$ cat config.mk
export PLATFORM = sky130hd
export DESIGN_NAME = dmem_ctrl
export DESIGN_NICKNAME = d
export VERILOG_FILES = /design/src/rtl/dmem_ctrl.sv
export SDC_FILE = /design/constraint.sdc
export NUM_CORES = 2
export LEC_CHECK = 0
export CORE_MARGIN = 2
export CORE_UTILIZATION = 58
export CTS_BUF_LIST = sky130_fd_sc_hd__clkbuf_4 sky130_fd_sc_hd__clkbuf_8
export DETAILED_ROUTE_END_ITERATION = 12
export PLACE_DENSITY_LB_ADDON = 0.15
export SLEW_MARGIN = 5
export SYNTH_ARGS = -nofsm -noshare
export SYNTH_HDL_FRONTEND = slang
export SYNTH_SLANG_ARGS = --single-unit
$ cat constraint.sdc
create_clock -name clk -period 5.4 [get_ports clk]
set_clock_uncertainty 0.05 [all_clocks]
set_input_delay 1.08 -clock clk [delete_from_list [all_inputs] [get_ports clk]]
set_output_delay 1.08 -clock clk [all_outputs]
set_load 0.1 [all_outputs]
$ cat src/rtl/dmem_ctrl.sv
// Multi-cycle data-memory controller: byte-enabled RAM, wait-state latency, req/ready handshake,
// error signalling, and two MMIO words (output register and free-running cycle counter).
module dmem_ctrl #(
    parameter int unsigned ADDR_W    = 6,
    parameter int unsigned LATENCY   = 2,
    parameter logic [31:0] MMIO_BASE = 32'hFFFF_0000
) (
    input  logic        clk,
    input  logic        reset,
    input  logic        req,
    input  logic        we,
    input  logic [31:0] addr,
    input  logic [31:0] wdata,
    input  logic [3:0]  byteen,
    output logic        ready,
    output logic [31:0] rdata,
    output logic        err,
    output logic [31:0] out_reg,
    output logic        busy
);

    localparam logic [31:0] RamBytes = 32'(4 * (2 ** ADDR_W));
    localparam logic [3:0]  LatCnt   = 4'(LATENCY);
    localparam logic [31:0] CntAddr  = MMIO_BASE + 32'd4;

    typedef enum logic [1:0] {StIdle, StWait, StDone} state_e;

    state_e      state_q, state_d;
    logic [3:0]  cnt_q, cnt_d;
    logic        we_q, we_d;
    logic [31:0] addr_q, addr_d;
    logic [31:0] wdata_q, wdata_d;
    logic [3:0]  be_q, be_d;
    logic [31:0] rdata_q, rdata_d;
    logic        err_q, err_d;
    logic [31:0] out_reg_q, out_reg_d;
    logic [31:0] cyc_q, cyc_d;

    logic [31:0] mem [2**ADDR_W];

    logic              commit;
    logic              c_we;
    logic [31:0]       c_addr, c_wdata;
    logic [3:0]        c_be;
    logic [ADDR_W-1:0] ram_idx;
    logic              is_mis, is_ram, is_out, is_cnt, bad;
    logic              ram_wr;
    logic [31:0]       ram_word;

    function automatic logic [31:0] merge(input logic [31:0] old_w, input logic [31:0] new_w,
                                          input logic [3:0] be);
        logic [31:0] res;
        res = old_w;
        for (int i = 0; i < 4; i++) begin
            if (be[i]) res[8*i +: 8] = new_w[8*i +: 8];
        end
        return res;
    endfunction

    always_comb begin
        state_d = state_q;
        cnt_d   = cnt_q;
        we_d    = we_q;
        addr_d  = addr_q;
        wdata_d = wdata_q;
        be_d    = be_q;
        commit  = 1'b0;
        unique case (state_q)
            StIdle: begin
                if (req) begin
                    we_d    = we;
                    addr_d  = addr;
                    wdata_d = wdata;
                    be_d    = byteen;
                    cnt_d   = LatCnt;
                    if (LATENCY == 0) begin
                        state_d = StDone;
                        commit  = 1'b1;
                    end else begin
                        state_d = StWait;
                    end
                end
            end
            StWait: begin
                cnt_d = cnt_q - 4'd1;
                if (cnt_q == 4'd1) begin
                    state_d = StDone;
                    commit  = 1'b1;
                end
            end
            StDone:  state_d = StIdle;
            default: state_d = StIdle;
        endcase
    end

    // Zero latency commits on the accept edge, so the request fields bypass the latches there.
    always_comb begin
        c_we    = (state_q == StIdle) ? we     : we_q;
        c_addr  = (state_q == StIdle) ? addr   : addr_q;
        c_wdata = (state_q == StIdle) ? wdata  : wdata_q;
        c_be    = (state_q == StIdle) ? byteen : be_q;
        ram_idx = c_addr[ADDR_W+1:2];
        is_mis  = (c_addr[1:0] != 2'b00);
        is_ram  = (c_addr < RamBytes);
        is_out  = (c_addr == MMIO_BASE);
        is_cnt  = (c_addr == CntAddr);
        bad     = is_mis || !(is_ram || is_out || is_cnt);
        ram_word = mem[ram_idx];
        ram_wr   = commit && c_we && is_ram && !bad;
    end

    always_comb begin
        rdata_d   = rdata_q;
        out_reg_d = out_reg_q;
        err_d     = 1'b0;
        cyc_d     = cyc_q + 32'd1;
        if (commit) begin
            err_d = bad;
            if (bad) begin
                rdata_d = 32'd0;
            end else if (c_we) begin
                if (is_out) out_reg_d = merge(out_reg_q, c_wdata, c_be);
            end else if (is_ram) begin
                rdata_d = ram_word;
            end else if (is_out) begin
                rdata_d = out_reg_q;
            end else begin
                rdata_d = cyc_q;
            end
        end
    end

    always_ff @(posedge clk) begin
        if (!reset) begin
            state_q   <= StIdle;
            cnt_q     <= 4'd0;
            we_q      <= 1'b0;
            addr_q    <= 32'd0;
            wdata_q   <= 32'd0;
            be_q      <= 4'd0;
            rdata_q   <= 32'd0;
            err_q     <= 1'b0;
            out_reg_q <= 32'd0;
            cyc_q     <= 32'd0;
        end else begin
            state_q   <= state_d;
            cnt_q     <= cnt_d;
            we_q      <= we_d;
            addr_q    <= addr_d;
            wdata_q   <= wdata_d;
            be_q      <= be_d;
            rdata_q   <= rdata_d;
            err_q     <= err_d;
            out_reg_q <= out_reg_d;
            cyc_q     <= cyc_d;
        end
    end

    // RAM is never cleared; reset only blocks a write that would land on the same edge.
    always_ff @(posedge clk) begin
        if (reset && ram_wr) mem[ram_idx] <= merge(ram_word, c_wdata, c_be);
    end

    assign ready   = (state_q == StDone);
    assign busy    = (state_q != StIdle);
    assign rdata   = rdata_q;
    assign err     = err_q;
    assign out_reg = out_reg_q;

endmodule
==> results.ini <==
[global_route]
grt_max_degree = 130
grt_use_total_pct = 40.36
grt_pass1_wl_mm = 424.0
first_global_vias = 54320
antenna_found_initial = 11
overflow = 0

[place]
preCtsSetupSlack_ns = -0.1489
globalplace.congestion = 0.9267
dpl.hpwl_mm = 186.4
portBuffers = 138

[floorplan]
pin_count = 139
die-area_um2 = 153400
dieHeight_um = 391.6
die_x_um = 391.6
coreArea_um2 = 149600
rows = 142
start_util_pct = 58.26

[route]
drc = 0
vias = 58560
wl_per_cell_um = 36.50
antenna_left = 0
via_per_inst = 6.912
drt_wl_total_mm = 309.3
first_iter_violations = 9592
detail_route.first_pass.iterations = 9

[final_layout]
drive_above_1_share_pct = 20.55
areaGrowthSynthToFinish_pct = 17.39
layout_common_cells = edfxtp_1 (2048), nand2_1 (875), clkbuf_8 (381)
top_register = mem
final_common_cell = edfxtp_1
largest_reg_flops = 2048
fillers = 9962
final_net_count = 6275

[critical_path]
crit_arrival_ns = 5.41
path_class = in -> reg
worst_path_max_delay_cell = nor3b_1
crit_family = simple AND/OR/NAND/NOR gates
path_cells = clkdlybuf4s50_1 > nor3b_1 > nor2_2 > buf_4 > nand2b_2 > buf_12 > nor2_1 > buf_4 > nand2_1 > nand4_1 > nor3_1 > buf_4 > mux2i_4 > buf_12
critPathLaunchType = input pin
slowest_delay_ns = 0.96
worst-path-max-fanout = 64
worstPathBufferInverterCount = 6
endpoint_kind = flip-flop
required_ns = 6.01
crit_top_cell = buf_4

[timing]
fin_ws_ns = 0.5992
drv_slew = 0
hold_ws_ns = 0.4022
setup_viol = 0
fmax_mhz = 208.3
hold_violations = 0
slew_headroom_pct = 13.56
fin_crit_ns = 4.801
tightest_slew_ns = 1.260
rsz0062_at_grt = no
post-route-period-util_pct = 88.90

[clocking]
ctsResizeCount = 0
root_buffer = clkbuf_8
cts_setup_buffers = 0
htreeDepth = 5
clock_path_buffers = 4
ctsHoldBuffers = 0
clkSlewWorstSetupHoldPaths_ns = 0.06
clkLatencyLatePin_ns = 1.06
cts_buffers = 363
cts_tree = yes
cts.sinks = 2220

[pwr]
p_leak_nw = 34.28
irDropWorstVdd_mv = 0.3006
p_clk_share_pct = 36.2
switching_share_pct = 25.68
power_density_nw_per_um2 = 383.0
p_int_w = 0.02912
seq_power_share_pct = 51.0
combPwrFrac_pct = 12.8
p_sw_w = 0.01006

[synthesis]
synthCells = 5580
syn_avg_cell_area_um2 = 15.62
synth.distinct_cells = 75
yosys_warnings = 0
ys.flop_type = edfxtp_1
synth.net_count = 5655
async_reset_ff_share_pct = 0
synth.cell_area_um2 = 87150
synth-edff-count = 2048
synth-seq-cells = 2220
ys_seq_area_share_pct = 74.51

[flow_run]
max_cap_viol_count = 0

[min_path]
hold_class = reg -> reg

[outcome]
status = finished, final reports clean

## through the flow
stage	cell area, µm²	util (%)	std cells	setup TNS [ns]	power (W)
6_report	102300	68.39	8472	0	0.03918
3_5_place_dp	95450	63.81	7851	-43.69	0.02517
5_1_grt	102300	68.39	8470	0	0.04009
4_1_cts	102300	68.38	8468	0	0.03903
3_3_place_gp	95450	63.81	7851	-27.32	0.02507
2_1_floorplan	87250	-	5580	0	0.02283
## cell usage after synthesis, drive strengths merged, types with 48 or more instances
| library cell | count | area, µm² |
|---|---|---|
| a32oi | 52 | 455.4 |
| a211oi | 49 | 367.9 |
| buf | 209 | 1107 |
| nor2 | 225 | 867.1 |
| a221oi | 105 | 919.6 |
| and3 | 52 | 325.3 |
| a21oi | 132 | 660.6 |
| a221o | 48 | 480.5 |
| mux2i | 373 | 3734 |
| dfxtp | 172 | 3443 |
| edfxtp | 2048 | 61500 |
| nand4 | 75 | 469.2 |
| clkbuf | 145 | 544.3 |
| mux4 | 153 | 3446 |
| nand3 | 306 | 1531 |
| o21ai | 98 | 490.5 |
| nand2 | 878 | 3296 |
| a31oi | 81 | 506.7 |
## per-layer routing
layer,GRT usage [%],up-vias,wire length [µm]
li1,-,23190,-
met1,54.41,29020,105000
met2,58.88,5236,133000
met3,13.36,1091,51390
met4,20.98,16,19700
met5,0,-,111
## power groups by stage
stage	combinational, W	clock (W)	sequential, W
after floorplan	0.00245	0	0.0204
after global placement	0.00474	0	0.0203
after detailed placement	0.00483	0	0.0203
after CTS	0.00485	0.0142	0.0200
after global routing	0.00521	0.0149	0.0200
final	0.00503	0.0142	0.0200
## path summary, 6_finish.rpt
| path | cells after the start | slack (ns) | to | from |
|---|---|---|---|---|
| max reg2reg | 13 | 0.72 | mem[49][20] | state_q[0] |
| max | 14 | 0.60 | mem[49][20] | addr[5] |
| min reg2reg | 2 | 0.40 | wdata_q[27] | wdata_q[27] |
| min | 2 | 0.40 | wdata_q[27] | wdata_q[27] |
## cells by family (layout without fill, tap and decap cells)
group / count (synthesis) / count (layout) / synth area share [%]
adders and majority gates: 3 / 3 / 0.04307
xor gates and xnor gates: 26 / 26 / 0.2613
and+or+nand+nor: 1678 / 1678 / 8.539
DFF: 2220 / 2220 / 74.51
other: 0 / 4 / 0
AOI/OAI and AO/OA: 751 / 751 / 6.302
muxes: 539 / 539 / 8.406
buffers and inverters: 363 / 1235 / 1.934
## worst reg2reg max path, cell delays in order (launching register included)
cell and delay (ns):
dfxtp_1 0.42, buf_4 0.25, or3b_1 0.43, nand2_4 0.13
buf_12 0.26, buf_4 0.23, buf_4 0.26, mux4_2 0.61
a22oi_1 0.36, nand2_1 0.10, nor3_1 0.56, buf_4 0.29
mux2i_4 0.09, buf_12 0.23
## area by class of cell
class                           count  area (µm²)  area share, %
Inverter                            9       36.28        0.03546
Tap cell                         2016        2522          2.465
Antenna cell                        4       10.01       0.009783
Timing Repair Buffer              609        6369          6.225
Clock buffer                      499        6130          5.991
Clock inverter                    118       716.9         0.7007
Sequential cell                  2220       64940          63.47
Multi-Input combinational cell   2997       21590          21.10
Note: power is estimated with default switching activity, not from simulation.
